**src/rtl/fir_pkg.sv**
```systemverilog
`default_nettype none
// ============================================================================
// Module   : fir_pkg
// Brief    : Shared widths, saturation limits and state encoding for the FIR
//            tap accumulator.
// Revision : 1.0
// ============================================================================
package fir_pkg;

   localparam int DATA_W  = 16;
   localparam int GUARD_W = 4;
   localparam int ACC_W   = DATA_W + GUARD_W;

   localparam logic [DATA_W-1:0] SAT_MAX = 16'h7FFF;
   localparam logic [DATA_W-1:0] SAT_MIN = 16'h8000;

   typedef enum logic [0:0] {
      ACC  = 1'b0,
      HOLD = 1'b1
   } state_t;

   // Returns {ovf, data}. The value fits 16 signed bits only when the guard
   // bits are a pure sign extension of bit 15.
   function automatic logic [DATA_W:0] saturate(input logic [ACC_W-1:0] acc);
      logic [GUARD_W:0] top;
      top = acc[ACC_W-1:DATA_W-1];
      if (top == '0 || top == '1)
         saturate = {1'b0, acc[DATA_W-1:0]};
      else if (!acc[ACC_W-1])
         saturate = {1'b1, SAT_MAX};
      else
         saturate = {1'b1, SAT_MIN};
   endfunction

endpackage
`default_nettype wire

```
**src/rtl/Hiera_CLA.sv**
```systemverilog
`default_nettype none
// ============================================================================
// Module   : Hiera_CLA
// Brief    : 16-bit two-level carry-lookahead adder (four 4-bit groups).
// Revision : 1.0
// ============================================================================
module Hiera_CLA
   import fir_pkg::*;
(
   input  logic [DATA_W-1:0] add_1,
   input  logic [DATA_W-1:0] add_2,
   input  logic              c_in,
   output logic [DATA_W-1:0] sum,
   output logic              c_out
);

   logic [DATA_W-1:0] w_g;
   logic [DATA_W-1:0] w_p;
   logic [DATA_W-1:0] w_c;
   logic [3:0]        w_gg;
   logic [3:0]        w_gp;
   logic [3:0]        w_gc;

   assign w_g = add_1 & add_2;
   assign w_p = add_1 ^ add_2;

   genvar gi;
   generate
      for (gi = 0; gi < 4; gi++) begin : g_grp
         logic [3:0] w_lg;
         logic [3:0] w_lp;
         assign w_lg = w_g[4*gi +: 4];
         assign w_lp = w_p[4*gi +: 4];

         assign w_gg[gi] = w_lg[3] | (w_lp[3] & w_lg[2]) | (w_lp[3] & w_lp[2] & w_lg[1])
                         | (w_lp[3] & w_lp[2] & w_lp[1] & w_lg[0]);
         assign w_gp[gi] = &w_lp;

         assign w_c[4*gi+0] = w_gc[gi];
         assign w_c[4*gi+1] = w_lg[0] | (w_lp[0] & w_gc[gi]);
         assign w_c[4*gi+2] = w_lg[1] | (w_lp[1] & w_lg[0]) | (w_lp[1] & w_lp[0] & w_gc[gi]);
         assign w_c[4*gi+3] = w_lg[2] | (w_lp[2] & w_lg[1]) | (w_lp[2] & w_lp[1] & w_lg[0])
                            | (w_lp[2] & w_lp[1] & w_lp[0] & w_gc[gi]);
      end
   endgenerate

   // Second-level lookahead over the group generate/propagate terms.
   assign w_gc[0] = c_in;
   assign w_gc[1] = w_gg[0] | (w_gp[0] & c_in);
   assign w_gc[2] = w_gg[1] | (w_gp[1] & w_gg[0]) | (w_gp[1] & w_gp[0] & c_in);
   assign w_gc[3] = w_gg[2] | (w_gp[2] & w_gg[1]) | (w_gp[2] & w_gp[1] & w_gg[0])
                  | (w_gp[2] & w_gp[1] & w_gp[0] & c_in);
   assign c_out   = w_gg[3] | (w_gp[3] & w_gg[2]) | (w_gp[3] & w_gp[2] & w_gg[1])
                  | (w_gp[3] & w_gp[2] & w_gp[1] & w_gg[0])
                  | (w_gp[3] & w_gp[2] & w_gp[1] & w_gp[0] & c_in);

   assign sum = w_p ^ w_c;

endmodule
`default_nettype wire

```
**src/rtl/fir_tap_accumulator.sv**
```systemverilog
`default_nettype none
// ============================================================================
// Module   : fir_tap_accumulator
// Brief    : Sums NTAPS signed 16-bit products into a saturated 16-bit result.
// Revision : 1.0
// ============================================================================
module fir_tap_accumulator
   import fir_pkg::*;
#(
   parameter int NTAPS = 8
)(
   input  logic              clk,
   input  logic              rst_n,
   input  logic              in_valid,
   output logic              in_ready,
   input  logic [DATA_W-1:0] in_data,
   output logic              out_valid,
   input  logic              out_ready,
   output logic [DATA_W-1:0] out_data,
   output logic              out_ovf
);

   localparam int              TAP_W  = $clog2(NTAPS);
   localparam logic [TAP_W-1:0] c_last = TAP_W'(NTAPS - 1);

   state_t             r_state;
   logic [DATA_W-1:0]  r_acc_lo;
   logic [GUARD_W-1:0] r_acc_hi;
   logic [TAP_W-1:0]   r_tap_cnt;
   logic [DATA_W-1:0]  r_out_data;
   logic               r_out_ovf;

   logic               w_accept;
   logic [DATA_W-1:0]  w_lo_sum;
   logic               w_lo_cout;
   logic [GUARD_W-1:0] w_hi_sum;
   logic [DATA_W:0]    w_sat;

   assign in_ready  = (r_state == ACC) && rst_n;
   assign out_valid = (r_state == HOLD);
   assign out_data  = r_out_data;
   assign out_ovf   = r_out_ovf;
   assign w_accept  = in_valid && in_ready;

   Hiera_CLA u_cla (
      .add_1 (r_acc_lo),
      .add_2 (in_data),
      .c_in  (1'b0),
      .sum   (w_lo_sum),
      .c_out (w_lo_cout)
   );

   // Guard bits take the sign extension of the product plus the CLA carry.
   assign w_hi_sum = r_acc_hi + {GUARD_W{in_data[DATA_W-1]}}
                   + {{(GUARD_W-1){1'b0}}, w_lo_cout};
   assign w_sat    = saturate({w_hi_sum, w_lo_sum});

   always_ff @(posedge clk or negedge rst_n) begin
      if (!rst_n) begin
         r_state    <= ACC;
         r_acc_lo   <= '0;
         r_acc_hi   <= '0;
         r_tap_cnt  <= '0;
         r_out_data <= '0;
         r_out_ovf  <= 1'b0;
      end else begin
         case (r_state)
            ACC: begin
               if (w_accept) begin
                  if (r_tap_cnt == c_last) begin
                     r_out_data <= w_sat[DATA_W-1:0];
                     r_out_ovf  <= w_sat[DATA_W];
                     r_acc_lo   <= '0;
                     r_acc_hi   <= '0;
                     r_tap_cnt  <= '0;
                     r_state    <= HOLD;
                  end else begin
                     r_acc_lo   <= w_lo_sum;
                     r_acc_hi   <= w_hi_sum;
                     r_tap_cnt  <= r_tap_cnt + 1'b1;
                  end
               end
            end
            HOLD: begin
               if (out_ready)
                  r_state <= ACC;
            end
            default: r_state <= ACC;
         endcase
      end
   end

endmodule
`default_nettype wire

```
**config.mk**
```make
export PLATFORM = sky130hd
export DESIGN_NAME = fir_tap_accumulator
export DESIGN_NICKNAME = d
export VERILOG_FILES = /design/src/rtl/fir_pkg.sv /design/src/rtl/Hiera_CLA.sv /design/src/rtl/fir_tap_accumulator.sv
export SDC_FILE = /design/constraint.sdc
export NUM_CORES = 1
export LEC_CHECK = 0
export CORE_UTILIZATION = 55
export CTS_CLUSTER_SIZE = 30
export DETAILED_ROUTE_END_ITERATION = 10
export GPL_TIMING_DRIVEN = 0
export PLACE_DENSITY = 0.8
export SLEW_MARGIN = 0
export SYNTH_ARGS = -nofsm -noshare
export SYNTH_HDL_FRONTEND = slang
export SYNTH_SLANG_ARGS = --single-unit
```
**constraint.sdc**
```tcl
create_clock -name clk -period 7.5 [get_ports clk]
set_clock_uncertainty 0.15 [all_clocks]
set_input_delay 1.5 -clock clk [delete_from_list [all_inputs] [get_ports clk]]
set_output_delay 1.5 -clock clk [all_outputs]
set_load 0.01 [all_outputs]
```
* Word-level counts from Yosys, hierarchy flattened *
Cells that the tools add are included.

storage, ports and cells
  bits in registers = 41
  input bits = 20

cells by class
  add/subtract/negate cells = 3
  equality and inequality tests = 2
  multiplexer cells = 9
  bitwise gates (word level) = 103
  reduce and logical (&&, ||, !) cells = 9

operators by type and width
  cell                                                            number
  1-bit AND                                                       60
  1-bit bitwise OR                                                39
  16-bit two-way mux                                              2
  16-bit bitwise XOR                                              2
  17-bit two-way mux                                              1
  16-bit AND                                                      1
  4-bit AND reduction                                             3
  5-bit equality test (second input constant)                     1
  5-bit zero test                                                 1
  4-bit by 1-bit adder with 4-bit output                          1
  4-bit adder                                                     1
  4-bit two-way mux                                               1
  3-bit by 1-bit adder with 3-bit output (second input constant)  1
  3-bit equality test (second input constant)                     1
  1-bit two-way mux                                               3
  3-bit two-way mux                                               1
  3-bit AND reduction                                             1
  1-bit logical AND                                               2
  1-bit case mux with 2 select lines                              1
  2-bit AND reduction                                             1
  1-bit logical OR                                                1
  1-bit inverter                                                  1

* Depth between registers and ports, before layout *
Gate-level depths: netlist of run 1.

  word-level depth = 14
  depth in mapped cells = 17
  gate-level depth less buffers = 16

* Hierarchy *
Synthesis of run 1 repeated with hierarchy kept, for this count alone.

unflattened totals
  cell total of the unflattened synthesis = 267
  area total of the unflattened synthesis = 2568.7 sq um

modules (own cells, without submodules)
  module               instances  cells each  area an instance (sq um)
  fir_tap_accumulator  1          193         1935.6
  Hiera_CLA            1          74          633.1

* Worst setup path after synthesis of run 1 *
OpenSTA, ideal clock, no wires.

  kind = input to register
  from = input in_data[5]
  to = register r_out_data[12], in the netlist out_data[12]
  arrival = 4.636 ns
  slack = 2.628 ns
  stages = 16
  buffers on the path = 1
  cell sequence = ha_1 a21oi_1 o21ai_0 a211oi_1 o21ai_0 a21o_1 a21oi_1 fa_1 inv_1 fa_1 xnor2_1 nor4b_1 nor2b_1 buf_2 nand2_1 a32oi_1

between the ends
  longest elaborated chain between the ends = 13

ends and longest elaborated chain
  what                                                                             line                       source
  from (decl)                                                                      fir_tap_accumulator.sv:16  input logic [DATA_W-1:0] in_data,
  branches (longest 12 deep; another with 4-bit by 1-bit adder with 4-bit output)  -
  17-bit two-way mux *                                                             fir_pkg.sv:27              if (top == '0 || top == '1)
  to (signal assigned)                                                             fir_tap_accumulator.sv:71  r_out_data <= w_sat[DATA_W-1:0];
  to (decl)                                                                        fir_tap_accumulator.sv:30  logic [DATA_W-1:0] r_out_data;

Mark *: on every way between the ends.
A chain may end at the register's enable or synchronous reset.

* Worst setup path in the final report of run 1 *
  from = input in_data[5]
  to = register r_out_data[4], in the netlist out_data[4]

The elaborated chain is that of the path after synthesis.

==> results of run 1 <==
[cells in the final DEF (no fill, tap or decap), types with 4 or more instances in the layout]
| cell | n |
|---|---|
| xor2_1 | 6 |
| a21oi_1 | 33 |
| a32oi_1 | 4 |
| a22o_1 | 7 |
| nand2b_1 | 7 |
| clkdlybuf4s50_1 | 37 |
| buf_2 | 5 |
| inv_1 | 22 |
| nand3_1 | 6 |
| fa_1 | 6 |
| nand2_1 | 37 |
| clkbuf_1 | 9 |
| a21o_1 | 5 |
| clkbuf_8 | 7 |
| nor2_1 | 6 |
| ha_1 | 20 |
| o31ai_1 | 10 |
| xnor2_1 | 7 |
| o21ai_0 | 17 |
| dfrtp_1 | 41 |
[worst max-delay path, stage by stage]
cell	delay, ps
clkdlybuf4s50_1	410
ha_1	350
a21oi_1	340
o21ai_0	220
a211oi_1	290
o21ai_0	170
a21o_1	210
a21oi_1	180
fa_1	190
inv_1	60
fa_1	370
xnor2_1	190
nor4b_1	340
nor2b_1	220
buf_2	250
nand2_1	170
a32oi_1	190
[flip-flops by register name, indices dropped and copies added (netlist names)]
name       count
out_data      16
out_ovf        1
out_valid      1
r_acc_hi       4
r_acc_lo      16
r_tap_cnt      3
[layer usage]
layer	vias to the layer above	wire length, um
li1	1132	-
met2	56	3260
met3	8	297
met5	-	0
met1	1139	2910
met4	0	83
[power groups by stage]
stage,logic [mW],clock network (mW),registers (mW)
2_1_floorplan,0.568,0,0.370
3_3_place_gp,0.782,0,0.366
5_1_grt,0.912,0.171,0.376
4_1_cts,0.819,0.161,0.365
6_report,0.820,0.159,0.365
3_5_place_dp,0.812,0,0.370
[cells in the mapped netlist (all sizes together)]
master	number	area share [%]
clkbuf	9	1.2
a22o	7	2.2
xor2	6	1.9
o22ai	1	0.23
a2111oi	1	0.32
dfrtp	41	38
a211o	1	0.32
and3b	1	0.32
a211oi	3	0.82
nand2	37	5.1
a21oi	33	6.0
mux2	2	0.82
nor2	6	0.82
a32oi	4	1.3
or2	2	0.46
nor4b	1	0.32
nor2b	3	0.69
xnor2	7	2.2
a41oi	1	0.60
nand2b	7	1.6
mux2i	2	0.73
and2	1	0.23
inv	23	3.2
o21a	2	0.55
nand3b	1	0.27
a221o	1	0.37
fa	6	4.4
buf	6	1.6
o221ai	2	1.3
a221oi	2	0.87
a22oi	3	1.2
o31ai	10	2.7
o21bai	1	0.27
a21o	5	1.4
a31oi	3	0.69
nor4	1	0.23
o211ai	1	0.27
o21ai	23	4.6
ha	20	9.2
nand3	6	1.1
[worst max-delay path by stage]
stage                            from           end  slack [ps]  depth (start not counted)
after global routing      in_data[11]   out_data[0]        1530                         17
after floorplan            in_data[5]  out_data[12]        2630                         16
final                      in_data[5]   out_data[4]        1890                         17
after global placement          rst_n      in_ready        1560                          3
after CTS                  in_data[5]   out_data[4]        1940                         17
after detailed placement   in_data[5]   out_data[4]        1660                         17
[metrics by stage]
step | setup slack (ps) | power, mW | instances
after floorplan | 2630 | 0.938 | 292
final | 1890 | 1.34 | 406
after detailed placement | 1660 | 1.18 | 398
after CTS | 1940 | 1.35 | 406
after global placement | 1560 | 1.15 | 397
after global routing | 1530 | 1.46 | 406
[layout make-up]
| class | instances | share of cell area (%) |
|---|---|---|
| clock inverters | 1 | 0.151 |
| multi-input cells | 213 | 46.6 |
| clock buffers | 7 | 2.91 |
| repair buffers | 39 | 11.9 |
| plain buffers | 15 | 2.30 |
| inverters | 23 | 2.61 |
| well taps | 67 | 2.53 |
| flip-flops and latches | 41 | 31.0 |
[kinds of logic (layout without fill, tap and decap cells)]
family	after synthesis	in the layout	synth area share, %
compound gates	104	104	26.1
mux	4	4	1.56
xor+xnor	13	13	4.17
buf+inv	38	85	5.95
flops	41	41	37.5
simple gates	66	66	11.1
fa+ha+maj	26	26	13.6
==> qor.yml, run 1 <==
finalCriticalPeriod_ps: 5610
pin_count: 39
fp-row-count: 25
die_w_um: 72.5
cts_setup_buffers: 0
cts_resized: 0
routed_wirelength_mm: 6.55
fmax_mhz: 178
multi_input_area_um2: 1540
path_clk_slew_ps: 80
grt_max_degree: 31
yosysWarningCount: 0
nFillCells: 409
final_nets: 384
met3_usage_pct: 4.58
worstSkewPairLatency_ps: 290
endpoint_kind: "flop"
dieArea_um2: 5250
finish.utilization_pct: 69.7
met2_usage_pct: 47.2
post_dp_cell_area_um2: 3210
numClockSinks: 41
p_sw_share_pct: 44.3
drive_gt1_share_pct: 8.26
grt_pass1_wl_mm: 11.1
power_density_nw_per_um2: 406
p_seq_share_pct: 27.2
cts_hold_buf: 0
cts_tree: "done"
wl_per_cell_um: 16.1
viasPerCell: 5.75
final_area_um2: 3310
firstDrtPassIters: 4
ff2ff_setup_slack_ps: 3140
globalplace.congestion: 0.815
yosysUniqueCellTypes: 48
peakVddDrop_v: 0.000237
grt_pass1_vias: 2357
drc_errors: 0
io_buffers: 38
h-tree-depth: 2
drt-initial-drc-count: 216
syn_nets: 338
use_met1_pct: 37.5
whs_ps: 331
max_cap_violations: 0
initial_core_util_pct: 57.5
syn_area_um2: 2730
cts_buffers: 5
regArea_um2: 1030
hp-start: "out_data[3]"
hold_path_end: "out_data[3]"
p_switching_uw: 596
core_area_um2: 4750
critPathArrivalTime_ps: 5670
start_kind: "primary input"
ff2ff_path_depth: 16
num_vias: 2335
status: "finished, final reports clean"
timing.rr.end: "out_data[4]"
syn_avg_cell_area_um2: 9.36
syn_inst: 292
n_antenna_cell: 0
finalHoldViolCount: 0
finalCritPeriodShare_pct: 74.8
antenna_found_initial: 0
grt.total_usage_pct: 28.1
fin_tns_setup_ps: 0
p_int_uw: 749
p_clk_share_pct: 11.8
holdCritPathClass: "reg -> reg"
root_buffer: "clkbuf_8"
criticalPathCategory: "in -> reg"
min_path_cells: 2
comb_power_share_pct: 61.0
dp.final_hpwl_mm: 4.97
ys_seq_area_share_pct: 37.5
leakagePower_nw: 1.48
crit_fanout: 10
required_ps: 7560
antenna_left: 0
finalSetupViolCount: 0
grt_overflow: 0
ys_seq_elements: 41
tightest_slew_ps: 661
finalMaxSlewViolations: 0
r2r-start: "r_acc_lo[5]"
relSlewSlack_pct: 55.8
rsz0062_at_grt: "no"
cts_max_path_buffers: 2
dieHeight_um: 72.5
area_delta_synth_final_pct: 21.2
busiest_layer: "met2"
Note: power is estimated with default switching activity, not from simulation.
==> run 2: changes to the inputs <==
==> constraint.sdc (replaced) <==
create_clock -name clk -period 5.35 [get_ports clk]
set_clock_uncertainty 0.15 [all_clocks]
set_input_delay 1.07 -clock clk [delete_from_list [all_inputs] [get_ports clk]]
set_output_delay 1.07 -clock clk [all_outputs]
set_load 0.01 [all_outputs]
==> run 2 against run 1 <==
Sequential cell count did not move. Worst hold slack barely moved. Setup slack got worse by 1600 ps. Critical path type unchanged. Total power rose by 42%. Sequential share of layout area fell by 0.13 points. Critical endpoint unchanged. Via count rose by 0.69%. Sequential power rose by 40%. Critical path depth did not move. Count of clock-buffer cells in the layout did not move. First-iteration DRC count fell by 23%. Combinational power rose by 43%. Largest power group unchanged.
==> qor.yml, run 2 (synthesis gave the netlist of run 1 again) <==
firstDrtPassIters: 5  # was 4
antenna_left: 0  # unchanged
use_met1_pct: 37.5  # unchanged
timing.rr.end: "out_data[4]"  # unchanged
ff2ff_path_depth: 16  # unchanged
ff2ff_setup_slack_ps: 1140  # was 3140 ps
relSlewSlack_pct: 55.5  # was 55.8%
drc_errors: 0  # unchanged
met2_usage_pct: 47.2  # unchanged
p_seq_share_pct: 26.9  # was 27.2%
finalSetupViolCount: 0  # unchanged
cts_buffers: 5  # unchanged
busiest_layer: "met2"  # unchanged
p_int_mw: 1.05  # was 749 uW
tightest_slew_ps: 665  # was 661 ps
finalHoldViolCount: 0  # unchanged
worstSkewPairLatency_ps: 290  # about the same
dieHeight_um: 72.5  # unchanged
p_clk_share_pct: 11.7  # was 11.8%
hp-start: "out_data[3]"  # unchanged
r2r-start: "r_acc_lo[5]"  # unchanged
numClockSinks: 41  # unchanged
antenna_found_initial: 0  # unchanged
pre_cts_slack_ps: -59.8  # was 1660 ps
power_density_nw_per_um2: 572  # was 406 nW/um^2
viasPerCell: 5.79  # was 5.75
pin_count: 39  # unchanged
rsz0062_at_grt: "no"  # unchanged
initial_core_util_pct: 57.5  # unchanged
cts_tree: "done"  # unchanged
p_sw_share_pct: 44.6  # was 44.3%
holdCritPathClass: "reg -> reg"  # unchanged
max_cap_violations: 0  # unchanged
leakagePower_nw: 1.49  # was 1.48 nW
min_path_cells: 2  # unchanged
start_kind: "primary input"  # unchanged
fmax_mhz: 198
drt-initial-drc-count: 167  # was 216
dieArea_um2: 5250  # unchanged
grt_pass1_vias: 2357  # unchanged
cts_setup_buffers: 0  # unchanged
path_clk_slew_ps: 80  # about the same
crit_fanout: 10  # unchanged
io_buffers: 38  # unchanged
grt_pass1_wl_mm: 11.1  # unchanged
grt_max_degree: 31  # unchanged
setup_ws_ps: 301  # was 1890 ps
area_delta_synth_final_pct: 21.7  # was 21.2%
routed_wirelength_mm: 6.67  # was 6.55 mm
cts_max_path_buffers: 2  # unchanged
final_nets: 384  # unchanged
endpoint_kind: "flop"  # unchanged
n_antenna_cell: 0  # unchanged
critPathArrivalTime_ps: 5110  # was 5670 ps
p_switching_uw: 850  # was 596 uW
globalplace.congestion: 0.815  # unchanged
peakVddDrop_v: 0.000341  # was 0.000237 V
finalCriticalPeriod_ps: 5050
dp.final_hpwl_mm: 4.97  # unchanged
layout_commonest_cell: "dfrtp_1"  # unchanged
h-tree-depth: 2  # unchanged
cts_hold_buf: 0  # unchanged
fp-row-count: 25  # unchanged
status: "finished, final reports clean"  # unchanged
root_buffer: "clkbuf_8"  # unchanged
finalPower_mw: 1.90  # was 1.34 mW
comb_power_share_pct: 61.4  # was 61.0%
whs_ps: 331  # about the same
core_area_um2: 4750  # unchanged
grt_overflow: 0  # unchanged
num_vias: 2351  # was 2335
drive_gt1_share_pct: 9.14  # was 8.26%
grt.total_usage_pct: 28.1  # unchanged
criticalPathCategory: "in -> reg"  # unchanged
die_w_um: 72.5  # unchanged
finalMaxSlewViolations: 0  # unchanged
required_ps: 5410  # was 7560 ps
finalCritPeriodShare_pct: 94.4
final_cell_mix: "dfrtp_1, nand2_1, clkdlybuf4s50_1"  # unchanged
met3_usage_pct: 4.58  # unchanged
wl_per_cell_um: 16.4  # was 16.1 um
hold_path_end: "out_data[3]"  # unchanged
## run 2: power by group through the flow
| stage | combinational (mW) | sequential, mW | clock (mW) |
|---|---|---|---|
| 2_1_floorplan | 0.796 | 0.519 | 0 |
| 3_3_place_gp | 1.10 | 0.514 | 0 |
| 3_5_place_dp | 1.14 | 0.518 | 0 |
| 4_1_cts | 1.15 | 0.512 | 0.226 |
| 5_1_grt | 1.29 | 0.528 | 0.240 |
| 6_report | 1.17 | 0.512 | 0.223 |
## run 2: worst max path at each step
| stage | startpoint | to | slack [ps] | depth (start not counted) |
|---|---|---|---|---|
| after floorplan | in_data[5] | out_data[12] | 910 | 16 |
| after global placement | in_data[5] | out_data[12] | -4 | 17 |
| final | in_data[11] | out_data[4] | 300 | 17 |
| after CTS | in_data[5] | out_data[4] | 220 | 17 |
| after global routing | in_data[11] | out_data[0] | 40 | 17 |
| after detailed placement | in_data[5] | out_data[4] | -60 | 17 |
## run 2: routing by layer
layer	part of all wire [%]	vias to the layer above
li1	-	1133
met1	45	1146
met2	49	60
met3	3.9	12
met4	2.1	0
met5	0	-
## run 2: repair_timing
item / in CTS / in global routing
hold endpoints to repair: 0 / 0
resized for setup: 0 / 3
endpoints found under the setup margin: 0 / 12
## run 2: area by class of cell
class                      instances  area, um^2
sequential                        41        1030
clock inverter                     1        5.00
tap                               67        83.8
multi-input combinational        213        1560
buffer                            15        76.3
fill                             404        1430
clock buffer                       7        96.3
timing repair buffer              39         395
inverter                          23        86.3
## run 2: worst max-delay path, stage by stage
cell	delay (ps)
clkdlybuf4s50_1	430
ha_1	410
a21oi_2	230
o21ai_0	190
a211oi_1	280
o21ai_0	180
a21o_1	210
a21oi_1	180
fa_1	190
inv_1	70
fa_1	370
xnor2_1	200
nor4b_2	260
nor2b_1	210
buf_2	250
nand2_1	170
a32oi_1	190
## run 2: metrics by stage
stage,setup TNS [ps],instances,area [um^2],util (%)
after floorplan,0,292,2730,-
after global placement,-9.21,397,3200,67.2
after detailed placement,-283,398,3210,67.6
after CTS,0,406,3310,69.7
after global routing,0,406,3330,70.0
final,0,406,3330,70.0
==> run 3: changes to the inputs <==
--- a/config.mk
+++ b/config.mk
@@ -5,6 +5,7 @@
 export SDC_FILE = /design/constraint.sdc
 export NUM_CORES = 1
 export LEC_CHECK = 0
+export ABC_CLOCK_PERIOD_IN_PS = 5350
 export CORE_UTILIZATION = 55
 export CTS_CLUSTER_SIZE = 30
 export DETAILED_ROUTE_END_ITERATION = 10
==> results of run 3 <==
Final layout, timing and power as in run 2 (identical DEF).
